===== src/rtl/hist_readout_rx.sv =====
// Receiver for the histogram readout stream: stores per-bin counts in a local register file and
// tracks the total, the peak bin and framing errors while a frame is captured.
module hist_readout_rx #(
    parameter int unsigned NUM_BINS = 16,
    parameter int unsigned DATA_W   = 8,
    parameter int unsigned SUM_W    = 12
) (
    input  logic                          clk,
    input  logic                          rst_n,
    input  logic                          start_i,
    input  logic [DATA_W-1:0]             data_in_i,
    input  logic                          valid_in_i,
    input  logic                          last_in_i,
    input  logic [$clog2(NUM_BINS)-1:0]   rd_addr_i,
    output logic [DATA_W-1:0]             rd_data_o,
    output logic                          busy_o,
    output logic                          done_o,
    output logic                          err_frame_o,
    output logic [$clog2(NUM_BINS):0]     bins_rx_o,
    output logic [SUM_W-1:0]              total_o,
    output logic [$clog2(NUM_BINS)-1:0]   peak_bin_o,
    output logic [DATA_W-1:0]             peak_count_o
);

    localparam int unsigned AW = $clog2(NUM_BINS);

    typedef enum logic [1:0] {StIdle, StArmed, StCapture, StDone} state_e;

    state_e              state_q, state_d;
    logic [AW:0]         bins_rx_q, bins_rx_d;
    logic [SUM_W-1:0]    total_q, total_d;
    logic [AW-1:0]       peak_bin_q, peak_bin_d;
    logic [DATA_W-1:0]   peak_count_q, peak_count_d;
    logic                err_q, err_d;
    logic [DATA_W-1:0]   rd_data_q;
    logic [DATA_W-1:0]   bins_q [NUM_BINS];

    logic          in_frame;
    logic          beat;
    logic [AW-1:0] idx;
    logic          at_end_idx;
    logic          frame_end;

    // start has priority over a beat arriving in the same cycle
    assign in_frame   = (state_q == StArmed) || (state_q == StCapture);
    assign beat       = in_frame && valid_in_i && !start_i;
    assign idx        = bins_rx_q[AW-1:0];
    assign at_end_idx = (bins_rx_q == (AW+1)'(NUM_BINS - 1));
    assign frame_end  = beat && (last_in_i || at_end_idx);

    always_ff @(posedge clk or negedge rst_n) begin
        if (!rst_n) begin
            state_q <= StIdle;
        end else begin
            state_q <= state_d;
        end
    end

    always_comb begin
        state_d = state_q;
        if (start_i) begin
            state_d = StArmed;
        end else begin
            unique case (state_q)
                StArmed: begin
                    if (beat) state_d = frame_end ? StDone : StCapture;
                end
                StCapture: begin
                    if (frame_end) state_d = StDone;
                end
                default: state_d = state_q;
            endcase
        end
    end

    always_comb begin
        busy_o = in_frame;
        done_o = (state_q == StDone);
    end

    always_comb begin
        bins_rx_d    = bins_rx_q;
        total_d      = total_q;
        peak_bin_d   = peak_bin_q;
        peak_count_d = peak_count_q;
        err_d        = err_q;
        if (start_i) begin
            bins_rx_d    = '0;
            total_d      = '0;
            peak_bin_d   = '0;
            peak_count_d = '0;
            err_d        = 1'b0;
        end else if (beat) begin
            bins_rx_d = bins_rx_q + 1'b1;
            total_d   = total_q + SUM_W'(data_in_i);
            // Bin 0 always seeds the peak; later bins replace it only when strictly larger
            if ((bins_rx_q == '0) || (data_in_i > peak_count_q)) begin
                peak_count_d = data_in_i;
                peak_bin_d   = idx;
            end
            if (frame_end) err_d = !(last_in_i && at_end_idx);
        end
    end

    always_ff @(posedge clk or negedge rst_n) begin
        if (!rst_n) begin
            bins_rx_q    <= '0;
            total_q      <= '0;
            peak_bin_q   <= '0;
            peak_count_q <= '0;
            err_q        <= 1'b0;
        end else begin
            bins_rx_q    <= bins_rx_d;
            total_q      <= total_d;
            peak_bin_q   <= peak_bin_d;
            peak_count_q <= peak_count_d;
            err_q        <= err_d;
        end
    end

    always_ff @(posedge clk or negedge rst_n) begin
        if (!rst_n) begin
            for (int i = 0; i < NUM_BINS; i++) bins_q[i] <= '0;
        end else if (beat) begin
            bins_q[idx] <= data_in_i;
        end
    end

    always_ff @(posedge clk or negedge rst_n) begin
        if (!rst_n) begin
            rd_data_q <= '0;
        end else begin
            rd_data_q <= bins_q[rd_addr_i];
        end
    end

    assign rd_data_o    = rd_data_q;
    assign err_frame_o  = err_q;
    assign bins_rx_o    = bins_rx_q;
    assign total_o      = total_q;
    assign peak_bin_o   = peak_bin_q;
    assign peak_count_o = peak_count_q;

endmodule


===== config.mk =====
export PLATFORM = sky130hd
export DESIGN_NAME = hist_readout_rx
export DESIGN_NICKNAME = d
export VERILOG_FILES = /design/src/rtl/hist_readout_rx.sv
export SDC_FILE = /design/constraint.sdc
export NUM_CORES = 1
export LEC_CHECK = 0
export ABC_AREA = 1
export BUFFER_PORTS_ARGS = -buffer_cell sky130_fd_sc_hd__buf_2
export CORE_MARGIN = 2
export CORE_UTILIZATION = 60
export DETAILED_ROUTE_END_ITERATION = 8
export PLACE_DENSITY = 0.89
export SLEW_MARGIN = 25
export SYNTH_ARGS = -nofsm -noshare
export SYNTH_HDL_FRONTEND = slang
export SYNTH_SLANG_ARGS = --single-unit

===== constraint.sdc =====
create_clock -name clk -period 2.8 [get_ports clk]
set_input_delay 0.84 -clock clk [delete_from_list [all_inputs] [get_ports clk]]
set_output_delay 0.84 -clock clk [all_outputs]
set_load 0.005 [all_outputs]

* Word level (Yosys, flattened, before mapping)
Cells that the tools add are included.
** Word-level totals
- Bits in registers :: 168
- Output and inout port bits :: 40
- Logic and storage cells :: 79
** Operators by class
- $add $sub $neg :: 2
- $lt $le $gt $ge :: 4
- Equality and inequality tests :: 6
- Muxes and demuxes :: 24
- Bitwise operators :: 2
- Reduce and logical (&&, ||, !) cells :: 18
** Operators with widths (number)
- 128-bit bitwise mux :: 1
- 8-bit 2-to-1 mux :: 6
- 8-bit binary-select mux with 4-bit select :: 1
- 8-bit demux with 4-bit select :: 1
- 12-bit 2-to-1 mux :: 2
- 12-bit by 8-bit adder with 12-bit output :: 1
- 4-bit 2-to-1 mux :: 3
- 5-bit >= comparator, second input constant :: 2
- 5-bit 2-to-1 mux :: 2
- 4-bit inverter with 5-bit output :: 2
- 8-bit greater-than comparator :: 1
- 2-bit 2-to-1 mux :: 3
- 3-bit != test, second input constant :: 2
- 2-bit nonzero test :: 3
- 5-bit by 1-bit adder with 5-bit output, second input constant :: 1
- 5-bit by 4-bit equality test with 1-bit output, second input constant :: 1
- 1-bit logical AND :: 5
- 5-bit zero test :: 1
- 5-bit by 1-bit less-than comparator with 1-bit output, second input constant :: 1
- 2-bit equality test, second input constant :: 2
- 1-bit 2-to-1 mux :: 4
- 2-bit one-hot mux with 2 select lines :: 1
- 2-bit AND reduction :: 2
- 1-bit logical OR :: 3
- 4 further kinds :: 5

* Logic depth before layout (Yosys ltp)
- Word-level depth :: 9
- Gate-level depth with buffers :: 16
- Mapped depth without buffers :: 14

* Worst setup path after synthesis
No wires, ideal clock.
- Kind :: input -> register
- From :: in data_in_i[0]
- To :: reg peak_bin_q[2] (netlist: peak_bin_o[2])
- Setup time :: 0.118 ns
- Data arrival time :: 2.045 ns
- Required time :: 2.682 ns
- Path slack :: 0.638 ns
- Stages on the path :: 15
- Path buffers :: 2
- Path through :: inv_1 > clkbuf_1 > ha_1 > inv_1 > nand2_1 > nand2_1 > nand2_1 > nand2_1 > nand2_1 > nand2_1 > nand2_1 > nand2_4 > buf_6 > nand3_1 > nand2_1
** Between the ends
- Longest elaborated chain between the ends :: 4
** Ends and longest elaborated chain
- start: declaration :: line 11 : input logic [DATA_W-1:0] data_in_i,
- 8-bit greater-than comparator :: line 97 : if ((bins_rx_q == '0) || (data_in_i > peak_count_q)) begin
- 1-bit logical OR :: line 97
- 2-bit nonzero test (no line)
- 2-bit AND reduction (no line)
- end signal: assignment :: line 115 : peak_bin_q <= peak_bin_d;
- end: declaration :: line 32 : logic [AW-1:0] peak_bin_q, peak_bin_d;
No other way between the ends.
A chain may end at the register's enable or synchronous reset.

* Worst setup path after layout
- From :: reg state_q[0]
- To :: out busy_o
** Between the ends
- Longest elaborated chain between the ends :: 2
- Elaborated cells on any way between the ends :: 3
** Ends and longest elaborated chain
- start: declaration :: line 29 : state_e state_q, state_d;
- start signal: assignment :: line 53 : state_q <= StIdle;
- start signal: assignment :: line 55 : state_q <= state_d;
- 2-bit by 1-bit equality test with 1-bit output / 2-bit equality test (equally long branches) :: line 45 : assign in_frame = (state_q == StArmed) || (state_q == StCapture);
- 1-bit logical OR (*) :: line 45
- end: declaration :: line 16 : output logic busy_o,
Every way passes the cells marked *; elsewhere a longest branch is shown, timed or not.

==> out/qor.yml <==
outcome: "finished, final reports clean"
clkLatencyLatePin_ns: 0.44
synth_cell_types: 39
hpwlAfterDp_mm: 13.37
numPortBuffers: 56
vias_per_cell: 5.968
wirelength_mm: 21.01
holdBufCountCts: 0
synth_top_area_cell: "dfrtp_1"
powerDensity_nw_per_um2: 684.9
netlist_instances: 949
gp_congestion: 0.8518
antenna_cells: 0
switching_share: 0.2737
clkPwrFrac: 0.413
yosysWarnings: 0
finalCriticalPeriod_ns: 2.238
drive_gt1_frac: 0.1460
pre_cts_slack_ns: 0.3259
fin_tns_setup_ns: 0
synthTopCellsByCount: "nand2_1, dfrtp_1, o21ai_0, nor2_1, inv_1"
cts.path.max_buffers: 2
cp-end-kind: "output pin"
die_w_um: 120.9
p_sw_mw: 1.736
holdCritPathClass: "primary input to asynchronous set/reset pin"
synth_edf_count: 0
grt_pass1_vias: 7062
peakVddDrop_mv: 0.5621
critPathBufInv: 3
first_iter_violations: 770
path_class: "register to output pin"
internal_power_mw: 4.608
synthToLayoutAreaGrowth_pct: 12.95
slowest_stage: "dfrtp_1"
synthArstFlopShare: 1.000
io_pins: 57
cp.arrival_ns: 1.40
rsz0062_at_grt: "false"
netlist.area_leader.share: 0.5127
fin_nets: 1030
track_usage: 0.3071
crit_family: "flip-flops"
path_cells: "inv_1 -> ha_1 -> inv_2 -> buf_2"
syn_area_per_cell_um2: 8.641
num_vias: 7018
setup_viol: 0
worst_pin_slew_ns: 0.5732
grt_antenna_before_repair: 1
cts.sinks: 168
start_util: 0.6168
dr.pass1.iters: 5
cts_max_level: 4
critical_path_depth: 4
fp.dieArea_um2: 14620
tritoncts: "yes"
ys_seq_area_frac: 0.5127
fin_skew_ns: 0.008216
final-max-slew-violation-count: 0
ant_nets: 0
p_leak_nw: 4.602
grt_pass1_wl_mm: 34.72
post_cts_resize_count: 0
maxCapViolCount: 0
hold_violations: 0
synthTopCellsByArea: "dfrtp_1, o21ai_0, nand2_1"
drc: 0
seq_power_share: 0.440
postCtsSetupBuffers: 0
yosys.cell_count.top_type: "nand2_1"
synthFlopType: "dfrtp_1"
core_area_um2: 13300
syn_area_um2: 8200
ys_seq_elements: 168
die_h_um: 120.9
wire_per_inst_um: 17.86
post-route-period-util: 0.7992
max_stage_delay_ns: 0.40
path_clk_slew_ns: 0.06
setup_ws_ns: 0.5623
syn_nets: 991
power_frac_comb: 0.147
r2r_cells: 10
grt_max_degree: 70
critical_path_required_ns: 1.96
clock-root-buffer: "clkbuf_16"
worstPathMaxFanout: 4
clock.fmax_mhz: 446.9
cts_made_buffers: 17
start_kind: "register"
grt_overflow: 0
max_slew_margin: 0.6179
num_rows: 42
[stage by stage]
stage / hold WS (ns) / power, mW / util / area [µm²] / cells
floorplan: 0.4478 / 3.410 / - / 8200 / 949
global route: 0.4108 / 6.604 / 0.6967 / 9263 / 1176
finish: 0.3673 / 6.344 / 0.6967 / 9263 / 1176
global placement: 0.4598 / 3.693 / 0.6473 / 8606 / 1145
detailed placement: 0.4684 / 3.742 / 0.6473 / 8606 / 1145
CTS: 0.3913 / 6.348 / 0.6967 / 9263 / 1176
[placed cells by master, fill, tap and decap left out, types with 4 or more instances in the layout]
master / count
ha_1: 24
o21ai_1: 8
nor2_2: 6
buf_12: 4
o211ai_1: 10
buf_4: 15
o221ai_1: 9
o21ai_0: 154
clkbuf_16: 17
o21ai_2: 8
a21oi_1: 73
inv_1: 75
a21o_1: 4
dfrtp_1: 168
nor2_1: 80
buf_2: 55
nand3_1: 45
nand2_4: 7
bufinv_16: 5
o22ai_1: 7
nand2_1: 182
[flip-flops by register name, summed over array words and instances, names as in the netlist]
| register | count |
|---|---|
| bins_q | 128 |
| bins_rx_o | 5 |
| err_frame_o | 1 |
| peak_bin_o | 4 |
| peak_count_o | 8 |
| rd_data_o | 8 |
| state_q | 2 |
| total_o | 12 |
[path summary, 6_finish.rpt]
| check | from | end | slack (ns) |
|---|---|---|---|
| setup / recovery | state_q[0] | busy_o | 0.56 |
| hold / removal | rst_n | bins_q[17] | 0.37 |
| setup reg to reg | state_q[0] | bins_q[83] | 0.71 |
| hold reg to reg | bins_q[11] | bins_q[11] | 0.49 |
| max in group asynchronous | rst_n | bins_rx_o[3] | 1.67 |
| min in group clk | bins_q[11] | bins_q[11] | 0.49 |
[power groups by stage]
stage	Sequential, mW	Combinational (mW)	Clock (mW)
2_1_floorplan	2.80	0.605	0
3_3_place_gp	2.82	0.871	0
3_5_place_dp	2.83	0.914	0
4_1_cts	2.79	0.931	2.63
5_1_grt	2.82	1.06	2.73
6_report	2.79	0.931	2.62
[layer usage]
layer / global-route usage / up-vias / wire length [µm]
li1: - / 3230 / -
met1: 0.3739 / 3388 / 8137
met2: 0.5179 / 335 / 10460
met3: 0.08741 / 63 / 1804
met4: 0.1177 / 2 / 586
met5: 0 / - / 13
[layout make-up]
type	instances	area [µm²]
clock buffers	19	442.9
clock inverters	12	214.0
fillers	1030	4033
inverters	79	299.0
multi-input cells	647	3403
flip-flops and latches	168	4204
well taps	176	220.2
repair buffers	75	479.2
[logic make-up after synthesis]
family,after synthesis,synth area share
flops,168,0.5127
simple gates,341,0.1868
buf+inv,134,0.07232
xor+xnor,2,0.002136
fa+ha+maj,25,0.03906
compound gates,279,0.1871
No activity file was read; power rests on OpenSTA's default activity.
